[src/rtl/pipeline_hazard_ctrl_pkg.sv]
// Shared constants for the FD/DE pipeline hazard controller: FSM encodings,
// counter and register-address widths, and the flash-count saturation helper.
package pipeline_hazard_ctrl_pkg;

    localparam int CNT_W  = 4;
    localparam int REG_AW = 3;

    typedef logic [1:0] state_t;

    localparam state_t ST_RUN     = 2'd0;
    localparam state_t ST_FLUSH   = 2'd1;
    localparam state_t ST_INT_SEQ = 2'd2;

    // Interrupt entry pushes PC and flags through DE before the vector fetch.
    localparam logic [CNT_W-1:0] INT_PUSH_STEPS = 4'd2;

    function automatic logic [1:0] sat_flash(input logic [CNT_W-1:0] v);
        logic [1:0] r;
        if (v > CNT_W'(2'd3)) begin
            r = 2'd3;
        end else begin
            r = v[1:0];
        end
        return r;
    endfunction

endpackage

[src/rtl/pipeline_hazard_ctrl_if.sv]
// Decode-side hazard bus: DE/FD operand info and branch/interrupt requests in,
// PC/FD/DE stall, bubble and flush controls out.
interface pipeline_hazard_ctrl_if;
    import pipeline_hazard_ctrl_pkg::*;

    logic              de_mr;
    logic              de_rw;
    logic [REG_AW-1:0] de_rd;
    logic [REG_AW-1:0] fd_rs;
    logic [REG_AW-1:0] fd_rt;
    logic              fd_use_rs;
    logic              fd_use_rt;
    logic              br_taken;
    logic              int_req;

    logic              pc_stall;
    logic              fd_stall;
    logic              de_bubble;
    logic              fd_flush;
    logic              de_flush;
    logic [1:0]        flash_num;
    logic              int_ack;
    logic [CNT_W-1:0]  int_step;

    modport master (
        output de_mr, de_rw, de_rd, fd_rs, fd_rt, fd_use_rs, fd_use_rt,
               br_taken, int_req,
        input  pc_stall, fd_stall, de_bubble, fd_flush, de_flush,
               flash_num, int_ack, int_step
    );

    modport slave (
        input  de_mr, de_rw, de_rd, fd_rs, fd_rt, fd_use_rs, fd_use_rt,
               br_taken, int_req,
        output pc_stall, fd_stall, de_bubble, fd_flush, de_flush,
               flash_num, int_ack, int_step
    );

endinterface

[src/rtl/pipeline_hazard_ctrl_hazard_cmp.sv]
// Load-use detector: a DE load whose destination feeds a source operand of
// the instruction in FD. Purely combinational so it can serve a forwarding unit.
module pipeline_hazard_ctrl_hazard_cmp
    import pipeline_hazard_ctrl_pkg::*;
(
    input  logic              de_mr,
    input  logic              de_rw,
    input  logic [REG_AW-1:0] de_rd,
    input  logic [REG_AW-1:0] fd_rs,
    input  logic [REG_AW-1:0] fd_rt,
    input  logic              fd_use_rs,
    input  logic              fd_use_rt,
    output logic              lu
);

    logic rs_hit_s;
    logic rt_hit_s;

    assign rs_hit_s = fd_use_rs & (fd_rs == de_rd);
    assign rt_hit_s = fd_use_rt & (fd_rt == de_rd);
    assign lu       = de_mr & de_rw & (rs_hit_s | rt_hit_s);

endmodule

[src/rtl/pipeline_hazard_ctrl.sv]
// Pipeline hazard sequencer beside decode: one bubble per load-use hazard,
// a timed FD/DE flush after taken branches, and the interrupt-entry sequence.
module pipeline_hazard_ctrl
    import pipeline_hazard_ctrl_pkg::*;
#(
    parameter int FLUSH_CYCLES = 2,
    parameter int INT_CYCLES   = 3
) (
    input  logic                  Clk,
    input  logic                  Rst,
    pipeline_hazard_ctrl_if.slave hz
);

    localparam logic [CNT_W-1:0] FLUSH_LOAD = CNT_W'(FLUSH_CYCLES - 1);
    localparam logic [CNT_W-1:0] INT_LAST   = CNT_W'(INT_CYCLES - 1);
    localparam logic [1:0]       FLUSH_NUM  = sat_flash(CNT_W'(FLUSH_CYCLES));

    state_t           state_r;
    state_t           state_nxt_s;
    logic [CNT_W-1:0] cnt_r;
    logic [CNT_W-1:0] cnt_nxt_s;
    logic             int_pend_r;
    logic             int_pend_nxt_s;
    logic             lu_s;

    logic             pc_stall_s;
    logic             fd_stall_s;
    logic             de_bubble_s;
    logic             fd_flush_s;
    logic             de_flush_s;
    logic [1:0]       flash_num_s;
    logic             int_ack_s;
    logic [CNT_W-1:0] int_step_s;

    pipeline_hazard_ctrl_hazard_cmp u_hazard_cmp (
        .de_mr     (hz.de_mr),
        .de_rw     (hz.de_rw),
        .de_rd     (hz.de_rd),
        .fd_rs     (hz.fd_rs),
        .fd_rt     (hz.fd_rt),
        .fd_use_rs (hz.fd_use_rs),
        .fd_use_rt (hz.fd_use_rt),
        .lu        (lu_s)
    );

    // Next-state, counter and same-cycle pipeline controls.
    always_comb begin
        state_nxt_s    = state_r;
        cnt_nxt_s      = cnt_r;
        int_pend_nxt_s = int_pend_r | hz.int_req;
        pc_stall_s     = 1'b0;
        fd_stall_s     = 1'b0;
        de_bubble_s    = 1'b0;
        fd_flush_s     = 1'b0;
        de_flush_s     = 1'b0;
        flash_num_s    = 2'd0;
        int_ack_s      = 1'b0;
        int_step_s     = {CNT_W{1'b0}};

        case (state_r)
            ST_RUN: begin
                if (hz.br_taken) begin
                    fd_flush_s  = 1'b1;
                    de_flush_s  = 1'b1;
                    flash_num_s = FLUSH_NUM;
                    state_nxt_s = ST_FLUSH;
                    cnt_nxt_s   = FLUSH_LOAD;
                end else if (lu_s) begin
                    // Interrupt entry waits for the bubble; the request stays pending.
                    pc_stall_s  = 1'b1;
                    fd_stall_s  = 1'b1;
                    de_bubble_s = 1'b1;
                end else if (hz.int_req | int_pend_r) begin
                    fd_flush_s     = 1'b1;
                    state_nxt_s    = ST_INT_SEQ;
                    cnt_nxt_s      = {CNT_W{1'b0}};
                    int_pend_nxt_s = 1'b0;
                end else begin
                    cnt_nxt_s = {CNT_W{1'b0}};
                end
            end
            ST_FLUSH: begin
                fd_flush_s  = 1'b1;
                de_flush_s  = 1'b1;
                flash_num_s = sat_flash(cnt_r);
                if (hz.br_taken) begin
                    cnt_nxt_s = FLUSH_LOAD;
                end else if (cnt_r == {CNT_W{1'b0}}) begin
                    state_nxt_s = ST_RUN;
                end else begin
                    cnt_nxt_s = cnt_r - CNT_W'(1'b1);
                end
            end
            ST_INT_SEQ: begin
                pc_stall_s  = 1'b1;
                fd_stall_s  = 1'b1;
                // The PC and flag pushes must travel through DE, so no bubble then.
                de_bubble_s = (cnt_r >= INT_PUSH_STEPS);
                int_step_s  = cnt_r;
                if (cnt_r == INT_LAST) begin
                    int_ack_s   = 1'b1;
                    state_nxt_s = ST_RUN;
                    cnt_nxt_s   = {CNT_W{1'b0}};
                end else begin
                    cnt_nxt_s = cnt_r + CNT_W'(1'b1);
                end
            end
            default: begin
                state_nxt_s = ST_RUN;
                cnt_nxt_s   = {CNT_W{1'b0}};
            end
        endcase
    end

    // FSM state, sequence counter and pending-interrupt flag.
    always_ff @(posedge Clk) begin
        if (!Rst) begin
            state_r    <= ST_RUN;
            cnt_r      <= {CNT_W{1'b0}};
            int_pend_r <= 1'b0;
        end else begin
            state_r    <= state_nxt_s;
            cnt_r      <= cnt_nxt_s;
            int_pend_r <= int_pend_nxt_s;
        end
    end

    assign hz.pc_stall  = pc_stall_s;
    assign hz.fd_stall  = fd_stall_s;
    assign hz.de_bubble = de_bubble_s;
    assign hz.fd_flush  = fd_flush_s;
    assign hz.de_flush  = de_flush_s;
    assign hz.flash_num = flash_num_s;
    assign hz.int_ack   = int_ack_s;
    assign hz.int_step  = int_step_s;

endmodule
[src/flat_wrapper.sv]
// flat-port wrapper written by rule: the top's interface ports become plain ports
module pipeline_hazard_ctrl_flat import pipeline_hazard_ctrl_pkg::*;
#(
    parameter int FLUSH_CYCLES = 2,
    parameter int INT_CYCLES   = 3
)
  (Clk, Rst, hz_de_mr, hz_de_rw, hz_de_rd, hz_fd_rs, hz_fd_rt, hz_fd_use_rs, hz_fd_use_rt, hz_br_taken, hz_int_req, hz_pc_stall, hz_fd_stall, hz_de_bubble, hz_fd_flush, hz_de_flush, hz_flash_num, hz_int_ack, hz_int_step);
  pipeline_hazard_ctrl_if hz_i ();
  input  logic Clk;
  input  logic Rst;
  input wire logic [$bits(hz_i.de_mr)-1:0] hz_de_mr;
  input wire logic [$bits(hz_i.de_rw)-1:0] hz_de_rw;
  input wire logic [$bits(hz_i.de_rd)-1:0] hz_de_rd;
  input wire logic [$bits(hz_i.fd_rs)-1:0] hz_fd_rs;
  input wire logic [$bits(hz_i.fd_rt)-1:0] hz_fd_rt;
  input wire logic [$bits(hz_i.fd_use_rs)-1:0] hz_fd_use_rs;
  input wire logic [$bits(hz_i.fd_use_rt)-1:0] hz_fd_use_rt;
  input wire logic [$bits(hz_i.br_taken)-1:0] hz_br_taken;
  input wire logic [$bits(hz_i.int_req)-1:0] hz_int_req;
  output wire logic [$bits(hz_i.pc_stall)-1:0] hz_pc_stall;
  output wire logic [$bits(hz_i.fd_stall)-1:0] hz_fd_stall;
  output wire logic [$bits(hz_i.de_bubble)-1:0] hz_de_bubble;
  output wire logic [$bits(hz_i.fd_flush)-1:0] hz_fd_flush;
  output wire logic [$bits(hz_i.de_flush)-1:0] hz_de_flush;
  output wire logic [$bits(hz_i.flash_num)-1:0] hz_flash_num;
  output wire logic [$bits(hz_i.int_ack)-1:0] hz_int_ack;
  output wire logic [$bits(hz_i.int_step)-1:0] hz_int_step;
  assign hz_i.de_mr = hz_de_mr;
  assign hz_i.de_rw = hz_de_rw;
  assign hz_i.de_rd = hz_de_rd;
  assign hz_i.fd_rs = hz_fd_rs;
  assign hz_i.fd_rt = hz_fd_rt;
  assign hz_i.fd_use_rs = hz_fd_use_rs;
  assign hz_i.fd_use_rt = hz_fd_use_rt;
  assign hz_i.br_taken = hz_br_taken;
  assign hz_i.int_req = hz_int_req;
  assign hz_pc_stall = hz_i.pc_stall;
  assign hz_fd_stall = hz_i.fd_stall;
  assign hz_de_bubble = hz_i.de_bubble;
  assign hz_fd_flush = hz_i.fd_flush;
  assign hz_de_flush = hz_i.de_flush;
  assign hz_flash_num = hz_i.flash_num;
  assign hz_int_ack = hz_i.int_ack;
  assign hz_int_step = hz_i.int_step;
  pipeline_hazard_ctrl #(.FLUSH_CYCLES(FLUSH_CYCLES), .INT_CYCLES(INT_CYCLES)) u_core (.Clk(Clk), .Rst(Rst), .hz(hz_i));
endmodule
[config.mk]
export PLATFORM = sky130hd
export DESIGN_NAME = pipeline_hazard_ctrl_flat
export DESIGN_NICKNAME = d
export VERILOG_FILES = /design/src/rtl/pipeline_hazard_ctrl_pkg.sv /design/src/rtl/pipeline_hazard_ctrl_if.sv /design/src/rtl/pipeline_hazard_ctrl_hazard_cmp.sv /design/src/rtl/pipeline_hazard_ctrl.sv /design/src/flat_wrapper.sv
export SDC_FILE = /design/constraint.sdc
export NUM_CORES = 1
export LEC_CHECK = 0
export ABC_AREA = 0
export ABC_CLOCK_PERIOD_IN_PS = 1700
export CORE_MARGIN = 5
export CORE_UTILIZATION = 37
export DETAILED_ROUTE_END_ITERATION = 10
export GPL_TIMING_DRIVEN = 0
export HOLD_SLACK_MARGIN = 0.12
export PLACE_DENSITY = 0.71
export SLEW_MARGIN = 0
export SYNTH_ARGS = -nofsm -noshare
export SYNTH_HDL_FRONTEND = slang
export SYNTH_SLANG_ARGS = --single-unit
[constraint.sdc]
create_clock -name Clk -period 1.7 [get_ports Clk]
set_input_delay 0.34 -clock Clk [delete_from_list [all_inputs] [get_ports Clk]]
set_output_delay 0.34 -clock Clk [all_outputs]
set_load 0.05 [all_outputs]
==> flow_metrics.py, run 1 <==
metrics = {
    "run_status": {
        "status": "complete, but fails checks",
        "violations": "setup timing",
    },
    "layout": {
        "syn2layout_area_growth_pct": 90.70,
        "nFillCells": 133,
        "antennaDiodeCount": 0,
        "seqCellArea_um2": 151.4,
        "nets": 156,
        "drive_above_1_share": 0.5338,
        "multi_input_area_um2": 684.4,
        "fin_cells": 158,
    },
    "place": {
        "dp_slack_ps": -1270,
        "gp_congestion": 0.8724,
        "placed_cells": 146,
        "dpl.hpwl_mm": 1.610,
        "port_buffers": 28,
    },
    "timing": {
        "post-route-period-util": 1.147,
        "worst_slack_ps": -250.7,
        "tightest_slew_ps": 318.4,
        "fin_tns_setup_ps": -897.9,
        "skew_ps": 1.417,
        "finalHoldViolations": 0,
        "slew_headroom": 0.7870,
        "setup_viol": 7,
        "rsz0062_at_grt": "true",
        "fin_crit_ps": 1951,
        "fmax_ghz": 0.5126,
        "slew_viol_final": 0,
    },
    "setup_path": {
        "crit_path_max_fanout": 2,
        "critical_path_class": "in2out",
        "worst-r2r-cell-count": 5,
        "cp-end-kind": "primary output",
        "reg2reg_from": "u_core.state_r[0]",
        "required_ps": 1360,
        "rrSetupSlack_ps": 30,
        "cp.arrival_ps": 1610,
        "startpoint_type": "input port",
        "r2r-end": "u_core.cnt_r[3]",
    },
    "min_path": {
        "hold_path_depth": 2,
        "min_to": "u_core.cnt_r[0]",
        "hold_path_class": "reg2reg",
        "holdCritStartpoint": "u_core.cnt_r[0]",
    },
    "routing": {
        "drt-wirelength-per-cell_um": 16.10,
        "viasPerCell": 5.513,
        "postRouteAntennaNets": 0,
        "vias": 871,
        "wirelength_mm": 2.544,
        "drc": 0,
        "first_iter_violations": 22,
        "drt-pass1-iter-count": 4,
    },
    "yosys": {
        "synth_common_cells": "a21oi_1, nor2_1, dfxtp_1, nand2_1, xnor2_1",
        "async_reset_ff_frac": 0,
        "yosysUniqueCellTypes": 35,
        "ys_ff_latch": 7,
        "synth_edf_count": 0,
        "ys_seq_area_frac": 0.2004,
        "synthFlopType": "dfxtp_1",
        "syn_inst": 93,
        "synth_area_um2": 699.4,
        "synth.avg_cell_area_um2": 7.521,
        "synth.top_cell.area_share": 0.2004,
        "synth_nets": 115,
        "synth.largest_area_cell": "dfxtp_1",
        "synthTopCellsByArea": "dfxtp_1, ha_1, a21oi_1, xnor2_1, nor2_1",
        "synth.most_common_cell": "a21oi_1",
        "yosysWarningCount": 0,
    },
    "global_route": {
        "first_global_vias": 843,
        "grt_usage": 0.1768,
        "grt_max_degree": 11,
        "antenna_found_initial": 0,
        "grt_pass1_wl_mm": 3.753,
        "overflow": 0,
    },
    "die": {
        "die-width_um": 53.48,
        "dieHeight_um": 53.48,
        "core_area_um2": 1764,
        "start_util": 0.3965,
        "design.die.area_um2": 2860,
        "ios": 29,
        "rows": 15,
    },
    "power_and_ir_drop": {
        "pwr-share-clk": 0.175,
        "pwr-share-seq": 0.251,
        "netSwitchingPower_uw": 357.5,
        "pwr-share-comb": 0.574,
        "switching_share": 0.4182,
        "leakagePower_nw": 0.5519,
        "p_per_area_nw_per_um2": 640.9,
        "irDropWorstVdd_mv": 0.4504,
        "p_int_uw": 497.3,
    },
    "flow_run": {
        "drv_cap": 0,
    },
    "clock_network": {
        "cts_tree": "yes",
        "cts_max_path_buffers": 2,
        "h-tree-depth": 1,
        "cts_root_buf": "clkbuf_4",
        "cts_hold_buf": 0,
        "cts_sinks": 7,
        "clock_latency_ps": 250,
        "numCtsBuffers": 3,
        "clk_pin_slew_ps": 50,
    },
}
[sequential cells by signal, summed over array words and instances (netlist names)]
| name | cells |
|---|---|
| u_core.state_r | 2 |
| u_core.cnt_r | 4 |
| u_core.int_pend_r | 1 |
[kinds of logic (layout without fill, tap and decap cells)]
family,after synthesis,count (layout),synth area share
simple gates,37,37,0.2809
flops,7,7,0.2004
compound gates,26,26,0.2487
buf+inv,10,50,0.07691
xor+xnor,6,6,0.07513
mux,2,2,0.02862
fa+ha+maj,5,5,0.08945
[power groups by stage]
stage	registers (mW)	logic, mW	clock network [mW]
after floorplan	0.200	0.283	0
after global placement	0.204	0.398	0
after detailed placement	0.205	0.404	0
after CTS	0.212	0.440	0.157
after global routing	0.216	0.521	0.166
final	0.215	0.491	0.149
[worst max-delay path by stage]
stage                     depth (start not counted)  slack, ps         from      endpoint
after global routing                              7       -300  hz_fd_rs[1]  hz_de_bubble
after global placement                            7      -1220  hz_de_rd[1]  hz_de_bubble
final                                             7       -250  hz_fd_rs[1]  hz_de_bubble
after floorplan                                   5       -130  hz_fd_rs[1]  hz_de_bubble
after CTS                                         7       -180  hz_fd_rt[0]  hz_de_bubble
after detailed placement                          7      -1270  hz_de_rd[1]  hz_de_bubble
[routing by layer]
metal	vias to the layer above	wire [um]	GRT usage
met2	42	1270	0.3204
met4	0	104	0.05532
met5	-	0	0
li1	410	-	-
met3	12	141	0.01408
met1	407	1028	0.2161
[layout make-up]
class / count / share of cell area
Multi-Input combinational cell: 76 / 0.5131
Timing Repair Buffer: 38 / 0.2917
Sequential cell: 7 / 0.1135
Tap cell: 25 / 0.02345
Buffer: 3 / 0.02251
Clock buffer: 4 / 0.01970
Inverter: 5 / 0.01595
[what timing repair did]
action / CTS / global route
pin swaps: 16 / 12
resized for setup: 144 / 19
setup endpoints to repair: 16 / 14
setup buffers: 8 / 4
[critical path, stage by stage]
cell and delay (ps):
buf_6 100, xnor2_2 140, nand4_1 220, a21oi_4 240, a21oi_4 90, a311oi_4 280, buf_6 200
[metrics by stage]
step           total power [mW]    util  cell area, um2  hold slack [ps]
4_1_cts                  0.8081  0.6936            1224            530.5
5_1_grt                  0.9033  0.7560            1334            516.9
3_3_place_gp             0.6021  0.6191            1092            537.7
6_report                 0.8548  0.7560            1334            512.5
3_5_place_dp             0.6088  0.6191            1092            560.6
2_1_floorplan            0.4833       -           780.7            487.6
[placed cells by master, fill, tap and decap left out, drive strengths merged, types with 2 or more instances in the layout]
cell type       n
inv             5
a211oi          3
clkdlybuf4s50   2
dlygate4sd2     5
and2            4
nor3            4
xnor2           6
nand2           7
dfxtp           7
nor2b           2
nor2            9
mux2i           2
o21ai           3
a21oi          11
buf            32
ha              5
nand4           3
clkbuf          6
nand2b          3
Power figures use the tool's default switching activity.
==> inputs of run 2 (changes only) <==
--- a/config.mk
+++ b/config.mk
@@ -7,6 +7,7 @@
 export LEC_CHECK = 0
 export ABC_AREA = 0
 export ABC_CLOCK_PERIOD_IN_PS = 1700
+export CORE_ASPECT_RATIO = 0.8
 export CORE_MARGIN = 5
 export CORE_UTILIZATION = 37
 export DETAILED_ROUTE_END_ITERATION = 10
==> run 2 against run 1 <==
Effect of this change:
- sequential power down 4%
- non-clock buffer count unchanged
- flip-flop and latch count is the same
- clock power is 5% higher
- total power is 4.0% lower
- routed wire length is 12% lower
- largest power group unchanged
- the flow still finishes with violations (setup timing)
- worst hold slack better by 29 ps
- combinational power shrank 6.9%
- global-route usage decreased by 2.1 points
==> flow_metrics.py, run 2 (synthesis results as in run 1) <==
metrics = {
    "place": {
        "port_buffers": 28,
        "dpl_cell_area_um2": 1091,
        "dpl.hpwl_mm": 1.516,
        "gp_congestion": 0.7866,
        "dp_slack_ps": -1248,
        "placed_cells": 145,
    },
    "setup_path": {
        "cp_slowest_cell": "a21oi_2",
        "crit_path_max_fanout": 3,
        "worst-r2r-cell-count": 5,
        "max_stage_delay_ps": 250,
        "startpoint_type": "input port",
        "cp.arrival_ps": 1520,
        "cp-end-kind": "primary output",
        "crit_cells": 7,
        "rrSetupSlack_ps": 0,
        "r2r-end": "u_core.cnt_r[3]",
        "reg2reg_from": "u_core.state_r[0]",
        "crit_buf_inv": 2,
        "crit_family": "compound AO/OA/AOI/OAI gates",
        "crit_chain": "buf_12 > xnor2_2 > nand4_1 > a21oi_2 > a21oi_4 > a311oi_4 > buf_6",
        "critical_path_class": "in2out",
        "required_ps": 1360,
    },
    "global_route": {
        "overflow": 0,
        "grt_max_degree": 11,
        "antenna_found_initial": 0,
        "first_global_vias": 766,
        "grt_usage": 0.1558,
        "grt_pass1_wl_mm": 3.484,
    },
    "timing": {
        "rsz0062_at_grt": "true",
        "fin_hold_ws_ps": 542.0,
        "skew_ps": 4.978,
        "worst_slack_ps": -159.7,
        "setup_viol": 7,
        "fmax_ghz": 0.5377,
        "fin_crit_ps": 1860,
        "tightest_slew_ps": 351.0,
        "slew_headroom": 0.7649,
        "fin_tns_setup_ps": -445.2,
        "post-route-period-util": 1.094,
        "slew_viol_final": 0,
        "finalHoldViolations": 0,
    },
    "routing": {
        "vias": 847,
        "first_iter_violations": 16,
        "postRouteAntennaNets": 0,
        "viasPerCell": 5.395,
        "drt-pass1-iter-count": 4,
        "drc": 0,
        "drt-wirelength-per-cell_um": 14.24,
        "wirelength_mm": 2.236,
    },
    "die": {
        "design.die.area_um2": 2865,
        "dieHeight_um": 48.89,
        "rows": 14,
        "ios": 29,
        "die-width_um": 58.61,
        "core_area_um2": 1839,
        "start_util": 0.3803,
    },
    "layout": {
        "stdcell_area_um2": 1269,
        "seqCellArea_um2": 151.4,
        "drive_above_1_share": 0.5113,
        "final_common_cell": "buf_4",
        "antennaDiodeCount": 0,
        "syn2layout_area_growth_pct": 81.40,
        "final_cell_mix": "buf_4, buf_6, nand2_1, a21oi_1",
        "nets": 156,
        "nFillCells": 141,
        "top_register": "u_core.cnt_r",
        "fin_cells": 157,
        "reg_top3": "u_core.cnt_r x4, u_core.state_r x2, u_core.int_pend_r x1",
        "multi_input_area_um2": 660.6,
        "largest_register_ffs": 4,
        "utilization": 0.6898,
    },
    "power_and_ir_drop": {
        "total_power_uw": 820.2,
        "p_per_area_nw_per_um2": 646.5,
        "irDropWorstVdd_mv": 0.6345,
        "leakagePower_nw": 0.5274,
    },
    "min_path": {
        "holdCritStartpoint": "u_core.cnt_r[2]",
        "hold_path_class": "reg2reg",
        "hold_path_depth": 2,
        "min_to": "u_core.cnt_r[2]",
    },
    "clock_network": {
        "clk_pin_slew_ps": 50,
        "cts_max_path_buffers": 2,
        "cts_root_buf": "clkbuf_4",
        "cts_tree": "yes",
        "h-tree-depth": 1,
        "numCtsBuffers": 3,
        "cts_sinks": 7,
        "clock_latency_ps": 260,
        "cts_hold_buf": 0,
    },
    "run_status": {
        "status": "complete, but fails checks",
        "violations": "setup timing",
    },
    "flow_run": {
        "drv_cap": 0,
    },
}
==> run 2: worst max-delay path by stage <==
| stage | startpoint | slack (ps) | to |
|---|---|---|---|
| after CTS | hz_de_rd[1] | -160 | hz_de_bubble |
| after detailed placement | hz_de_rd[1] | -1250 | hz_de_bubble |
| after global routing | hz_fd_rt[1] | -240 | hz_de_bubble |
| after global placement | hz_de_rd[1] | -1230 | hz_de_bubble |
| final | hz_de_rd[1] | -160 | hz_de_bubble |
| after floorplan | hz_fd_rs[1] | -130 | hz_de_bubble |
==> run 2: per-layer routing <==
metal,wire (um),vias to the layer above,track usage
met5,0,-,0
met4,13,0,0.01132
met3,177,2,0.06085
met2,1116,28,0.2602
met1,929,406,0.1965
li1,-,411,-
==> run 2: final cells by class <==
| cell class | instances | share of cell area |
|---|---|---|
| plain buffers | 3 | 0.02367 |
| well taps | 24 | 0.02367 |
| multi-input cells | 76 | 0.5207 |
| repair buffers | 38 | 0.2751 |
| clock buffers | 4 | 0.02071 |
| inverters | 5 | 0.01677 |
| flip-flops and latches | 7 | 0.1193 |
==> run 2: report_power, final <==
part	switching, mW	internal [mW]	leakage (nW)
clock network	0.0668	0.0899	0.0150
logic	0.256	0.202	0.452
registers	0.0227	0.183	0.0602
==> run 2: worst reg2reg max path: stages (launching register included) <==
cell,delay [ps]
dfxtp_1,320
buf_4,200
nor3b_2,360
nand3_1,210
and2_4,230
a32o_1,250
==> run 2: what timing repair did <==
| item | 4_1_cts | 5_1_grt |
|---|---|---|
| pin swaps | 19 | 6 |
| gates resized for setup | 145 | 10 |
| buffers inserted | 10 | 1 |
| setup endpoints to repair | 16 | 12 |
